--- src/rtl/btn_debounce_pulser.sv ---
// btn_debounce_pulser
// Push-button conditioner: turns a raw, bouncy button level into a debounced
// level (DPB), a single-clock enable (SCEN), an auto-repeating multi-clock
// enable (MCEN) and a continuous enable once held (CCEN).
//
// Optional feature macro: BTN_DEBOUNCE_SYNC2_EN
//   defined   -> PB is passed through a 2-flop synchronizer before the FSM
//                (all latencies grow by 2 cycles)
//   undefined -> PB is sampled directly and must already be synchronous
//
// Outputs come from flops loaded with a decode of the registered state and
// counter, so PB never reaches an output combinationally. That output stage
// is what puts SCEN DB_CYCLES+1 edges after the first sampled press.

module btn_debounce_pulser #(
    parameter int unsigned CNT_W     = 26,
    parameter int unsigned DB_CYCLES = 1000000,
    parameter int unsigned MC_CYCLES = 50000000
) (
    input  logic board_clk,
    input  logic Reset,
    input  logic PB,
    output logic DPB,
    output logic SCEN,
    output logic MCEN,
    output logic CCEN
);

    typedef enum logic [2:0] {
        INI     = 3'd0,
        WQ      = 3'd1,
        SCEN_ST = 3'd2,
        MCW     = 3'd3,
        MC_ST   = 3'd4,
        WR      = 3'd5
    } state_t;

    localparam logic [CNT_W-1:0] DB_LAST = CNT_W'(DB_CYCLES - 1);
    localparam logic [CNT_W-1:0] MC_LAST = CNT_W'(MC_CYCLES - 1);
    localparam logic [CNT_W-1:0] CNT_ONE = CNT_W'(1);

    state_t           r_state;
    state_t           w_state_nxt;
    logic [CNT_W-1:0] r_count;
    logic [CNT_W-1:0] w_count_nxt;

    logic w_pb;

    logic w_dpb;
    logic w_scen;
    logic w_mcen;
    logic w_ccen;

    logic r_dpb;
    logic r_scen;
    logic r_mcen;
    logic r_ccen;

`ifdef BTN_DEBOUNCE_SYNC2_EN
    logic r_pb_meta;
    logic r_pb_sync;

    // Two-stage synchronizer for the asynchronous button input
    always_ff @(posedge board_clk or posedge Reset) begin
        if (Reset) begin
            r_pb_meta <= 1'b0;
            r_pb_sync <= 1'b0;
        end else begin
            r_pb_meta <= PB;
            r_pb_sync <= r_pb_meta;
        end
    end

    assign w_pb = r_pb_sync;
`else
    assign w_pb = PB;
`endif

    // State and counter registers
    always_ff @(posedge board_clk or posedge Reset) begin
        if (Reset) begin
            r_state <= INI;
            r_count <= '0;
        end else begin
            r_state <= w_state_nxt;
            r_count <= w_count_nxt;
        end
    end

    // Next-state and counter update: press qualify, hold/repeat, release qualify
    always_comb begin
        w_state_nxt = r_state;
        w_count_nxt = r_count;
        case (r_state)
            INI: begin
                if (w_pb) begin
                    w_state_nxt = WQ;
                    w_count_nxt = '0;
                end
            end
            WQ: begin
                if (!w_pb) begin
                    w_state_nxt = INI;
                    w_count_nxt = '0;
                end else if (r_count == DB_LAST) begin
                    w_state_nxt = SCEN_ST;
                    w_count_nxt = '0;
                end else begin
                    w_count_nxt = r_count + CNT_ONE;
                end
            end
            SCEN_ST: begin
                w_state_nxt = MCW;
                w_count_nxt = '0;
            end
            MCW: begin
                if (!w_pb) begin
                    w_state_nxt = WR;
                    w_count_nxt = '0;
                end else if (r_count == MC_LAST) begin
                    w_state_nxt = MC_ST;
                    w_count_nxt = '0;
                end else begin
                    w_count_nxt = r_count + CNT_ONE;
                end
            end
            MC_ST: begin
                if (!w_pb) begin
                    w_state_nxt = WR;
                    w_count_nxt = '0;
                end else if (r_count == MC_LAST) begin
                    w_count_nxt = '0;
                end else begin
                    w_count_nxt = r_count + CNT_ONE;
                end
            end
            WR: begin
                if (w_pb) begin
                    w_count_nxt = '0;
                end else if (r_count == DB_LAST) begin
                    w_state_nxt = INI;
                    w_count_nxt = '0;
                end else begin
                    w_count_nxt = r_count + CNT_ONE;
                end
            end
            default: begin
                w_state_nxt = INI;
                w_count_nxt = '0;
            end
        endcase
    end

    // Output decode from the registered state and counter only
    always_comb begin
        w_dpb  = 1'b0;
        w_scen = 1'b0;
        w_mcen = 1'b0;
        w_ccen = 1'b0;
        case (r_state)
            SCEN_ST: begin
                w_dpb  = 1'b1;
                w_scen = 1'b1;
                w_mcen = 1'b1;
                w_ccen = 1'b1;
            end
            MCW, WR: begin
                w_dpb = 1'b1;
            end
            MC_ST: begin
                w_dpb  = 1'b1;
                w_ccen = 1'b1;
                w_mcen = (r_count == '0);
            end
            default: begin
            end
        endcase
    end

    // Output flops, cleared asynchronously together with the FSM
    always_ff @(posedge board_clk or posedge Reset) begin
        if (Reset) begin
            r_dpb  <= 1'b0;
            r_scen <= 1'b0;
            r_mcen <= 1'b0;
            r_ccen <= 1'b0;
        end else begin
            r_dpb  <= w_dpb;
            r_scen <= w_scen;
            r_mcen <= w_mcen;
            r_ccen <= w_ccen;
        end
    end

    assign DPB  = r_dpb;
    assign SCEN = r_scen;
    assign MCEN = r_mcen;
    assign CCEN = r_ccen;

endmodule

--- config.mk ---
export PLATFORM = sky130hd
export DESIGN_NAME = btn_debounce_pulser
export DESIGN_NICKNAME = d
export VERILOG_FILES = /design/src/rtl/btn_debounce_pulser.sv
export SDC_FILE = /design/constraint.sdc
export NUM_CORES = 1
export LEC_CHECK = 0
export BUFFER_PORTS_ARGS = -buffer_cell sky130_fd_sc_hd__buf_4
export CORE_ASPECT_RATIO = 1.4
export CORE_MARGIN = 4
export CORE_UTILIZATION = 30
export CTS_BUF_LIST = sky130_fd_sc_hd__clkbuf_16
export CTS_CLUSTER_DIAMETER = 150
export DETAILED_ROUTE_END_ITERATION = 6
export GPL_ROUTABILITY_DRIVEN = 0
export GPL_TIMING_DRIVEN = 0
export PLACE_DENSITY = 0.45
export RECOVER_POWER = 25
export REMOVE_ABC_BUFFERS = 1
export SLEW_MARGIN = 20
export SYNTH_ARGS = -nofsm -noshare
export SYNTH_HDL_FRONTEND = slang
export SYNTH_SLANG_ARGS = --single-unit
--- constraint.sdc ---
create_clock -name board_clk -period 2.4 [get_ports board_clk]
set_input_delay 0.48 -clock board_clk [delete_from_list [all_inputs] [get_ports board_clk]]
set_output_delay 0.48 -clock board_clk [all_outputs]
set_load 0.02 [all_outputs]
==> flow_results.org <==
** Timing
- The number of hold violations in the final report came to 0.
- Hold is met by 0.2907 ns.
- Maximum clock skew at final layout :: 0.006286 ns
- At the pin with the least slew margin, the transition time is roughly 1.0 ns.
- Number of failing setup endpoints in the final timing report :: 0
- Dividing the final minimum period by the clock period gives 90.37%.
- Max-slew violation total from the final report :: 0
- Max frequency :: 461.1 MHz
- The routed design could run at a clock period as short as 2.169 ns.
- Worst relative slew slack :: ~32%
- Setup repair after global routing left no endpoint under its margin.

** Synth
- Synthesis produced a netlist whose cell count is 257.
- Cell type with the largest total area after synthesis :: sky130_fd_sc_hd__dfrtp_1
- After synthesis, the largest area contributor takes up ~38% of total cell area.
- Mapped Area :: roughly 0.0021 mm^2
- Cell variety after synth :: 48
- Part of the Yosys area used for sequential elements :: 38.44%
- Cells taking the most area after synthesis :: sky130_fd_sc_hd__dfrtp_1 (38%), sky130_fd_sc_hd__nand2_1 (9.4%), sky130_fd_sc_hd__o22ai_1 (4.4%)
- Average cell area after synthesis :: 8.359 um^2
- In this run, synthesis produced a sequential element count of 33.
- YS warnings :: 0

** Die
- Ports placed on the boundary :: 7
- Effective utilization at floorplan :: 30.77%
- After floorplanning, the core was sized to cover around 0.007 mm^2.
- Measured along the x axis, the die boundary spans 79.52 um.
- Number of placement rows :: 36
- Floorplan die area :: 0.008598 mm^2
- The floorplan step set the die height to roughly 110 um.

** GRT
- The via count of the first global-routing pass was 1861.
- First-pass GRT wire length :: 9666 um
- Entering global routing, the biggest net connects 27 pins.
- Initial antenna violation count :: 0
- Remaining Overflow, GRT :: 0
- Global router's overall resource usage :: 14.58%

** Setup path
- STA puts the critical path data arrival time at 2.39 ns.
- The critical path is of the register to register type.
- Of all nets on the critical path, the largest fanout is 13.
- STA classifies the critical path startpoint as a register.
- STA classifies the critical path endpoint as a register.
- For the worst setup path, the data required time is 2.62 ns.

** CTS
- Total CTS buffers :: 5
- Clock tree from TritonCTS :: yes
- Insertion delay to the later sink of the worst-skew pair :: between 0.2 and 0.3 ns
- Worst-path clk slew :: 0.06 ns
- The clock net in this run drives a total of 33 sinks.
- CTS H-Tree Depth :: 2
- Number of buffers added to fix hold violations after cts :: 0
- The cell sitting at the root of the clock tree is a sky130_fd_sc_hd__clkbuf_16.
- The clock passes through at most 2 buffers.

** Routing
- First DRT Iteration DRCs :: 132
- Using the TritonRoute via totals, the vias-per-cell ratio works out to 5.168.
- Detailed-route wire length :: 5643 um
- For this run, design rule violations remaining after detail routing come to 0.
- The first detailed-routing pass ran for 4 iterations.
- Count of vias placed by the detailed router :: ~1900
- After detailed routing, the average wire length per cell comes to 15.76 um.
- ANT nets after route :: 0

** Cells and area
- The filler cells instantiated in the layout total 746.
- Summing all non-filler instances in the final layout gives an area of 0.002422 mm^2.
- Layout-stage area growth over the synthesis result :: 12.75%
- Cells with a size suffix above 1 make up a little over an eighth of the layout.
- Final net count :: about 270
- The repair_antennas step left the layout with diodes totalling 0.

** Run
- Across the run, the number of max-cap violations was 0.

** Pwr
- Cell leakage power :: 1.014 nW
- Max rail drop VDD :: 231.4 uV
- Power density over the cells :: 552.4 mW/mm^2

** Status
- Run status :: finished, final reports clean

** Placed design
- Number of buffers inserted by port buffering :: 6
- Once detailed placement completed, the half-perimeter wirelength came to 3921 um.
- In this run the cell area measured after placement is 0.002288 mm^2.

** Worst hold path
- The path class of the tightest hold or removal check is input port to asynchronous set/reset pin.
-- through the flow --
| stage | power (W) | util [%] | setup WS [ns] | setup TNS [ns] | std cells |
|---|---|---|---|---|---|
| 2_1_floorplan | 0.0007046 | - | -0.2825 | -3.798 | 245 |
| 3_3_place_gp | 0.0007386 | 32.01 | -1.826 | -39.41 | 346 |
| 3_5_place_dp | 0.0007469 | 32.78 | -0.03282 | -0.08961 | 350 |
| 4_1_cts | 0.001360 | 34.80 | 0.1271 | 0 | 358 |
| 5_1_grt | 0.001416 | 34.70 | 0.04968 | 0 | 358 |
| 6_report | 0.001338 | 34.70 | 0.2311 | 0 | 358 |
-- report_power, final --
part | switching (W) | total [W] | internal [W]
registers | 0.0000372 | 0.000615 | 0.000578
clock network | 0.000230 | 0.000601 | 0.000371
logic | 0.0000704 | 0.000122 | 0.0000512
-- logic make-up after synthesis --
family                   count (synthesis)  share of synthesized area (%)
flip-flops                              33                          38.44
XOR/XNOR                                 2                         0.8155
adder cells (fa/ha/maj)                  2                          1.165
buffers and inverters                   18                          4.659
AND/OR/NAND/NOR                        148                          38.09
AO/OA/AOI/OAI                           54                          16.83
-- registers in the layout, indices dropped and copies added (netlist names) --
register / count
CCEN: 1
MCEN: 1
r_state: 3
r_count: 26
SCEN: 1
DPB: 1
-- metal layers --
layer,up-vias,share of wire (%),global-route usage (%)
met5,-,0,0
met4,0,1.2,4.423
met3,5,3.0,2.250
met2,26,51,25.63
met1,870,44,18.14
li1,949,-,-
-- critical path, cell delays in order (launching register included) --
cell and delay [ns]:
sky130_fd_sc_hd__dfrtp_1 0.46, sky130_fd_sc_hd__nand2b_1 0.29, sky130_fd_sc_hd__or3_1 0.46, sky130_fd_sc_hd__a21oi_2 0.64, sky130_fd_sc_hd__o22ai_1 0.17, sky130_fd_sc_hd__nand2_1 0.08
-- synthesized netlist by cell type, drive strengths merged --
cell and number:
o21ai 15, dfrtp 33, nand3 10, o311a 1, or2 3, a31oi 3, nor3 11, nand2 54
and4 1, o21a 3, a32oi 1, o221ai 2, nand4 10, and3 1, xnor2 1, or3 5
buf 8, nand2b 3, or4 3, nor2 22, and2 8, o22ai 15, o31a 1, a21oi 6
nor4 12, ha 2, nor2b 5, o211ai 7, clkbuf 4, inv 6, xor2 1
-- what timing repair did --
item	4_1_cts	5_1_grt
resized for setup	0	3
endpoints found under the hold margin	0	0
buffers inserted	0	0
endpoints found under the setup margin	7	9
gates cloned	1	0
pin swaps	0	1
-- area by class of cell --
cell class / count / area, um^2 / area share (%)
sequential: 33 / 825.8 / 34.09
timing repair buffer: 10 / 68.82 / 2.841
inverter: 6 / 22.52 / 0.9298
clock inverter: 2 / 7.507 / 0.3099
tap: 95 / 118.9 / 4.907
clock buffer: 5 / 125.1 / 5.165
multi-input combinational: 207 / 1254 / 51.76
-- worst paths after layout --
kind	from	to	slack, ns	cells after the start
setup / recovery	r_state[1]$_DFFE_PP0P_	r_count[14]$_DFFE_PP0N_	0.23	5
hold / removal	Reset	r_count[22]$_DFFE_PP0N_	0.29	2
setup reg to reg	r_state[1]$_DFFE_PP0P_	r_count[14]$_DFFE_PP0N_	0.23	5
hold reg to reg	r_count[24]$_DFFE_PP0N_	r_count[24]$_DFFE_PP0N_	0.57	2
max in group asynchronous	Reset	r_count[16]$_DFFE_PP0N_	0.78	3
min in group board_clk	PB	r_count[14]$_DFFE_PP0N_	0.54	4
-- cells in the final DEF (no fill, tap or decap), types with 8 or more instances in the layout --
cell                      count
sky130_fd_sc_hd__nand3_1     10
sky130_fd_sc_hd__o22ai_1     15
sky130_fd_sc_hd__and2_1       8
sky130_fd_sc_hd__nor3_1       8
sky130_fd_sc_hd__nor4_1       8
sky130_fd_sc_hd__nand2_1     54
sky130_fd_sc_hd__o21ai_0      8
sky130_fd_sc_hd__dfrtp_1     33
sky130_fd_sc_hd__nor2_1      20
Power figures use the tool's default switching activity.
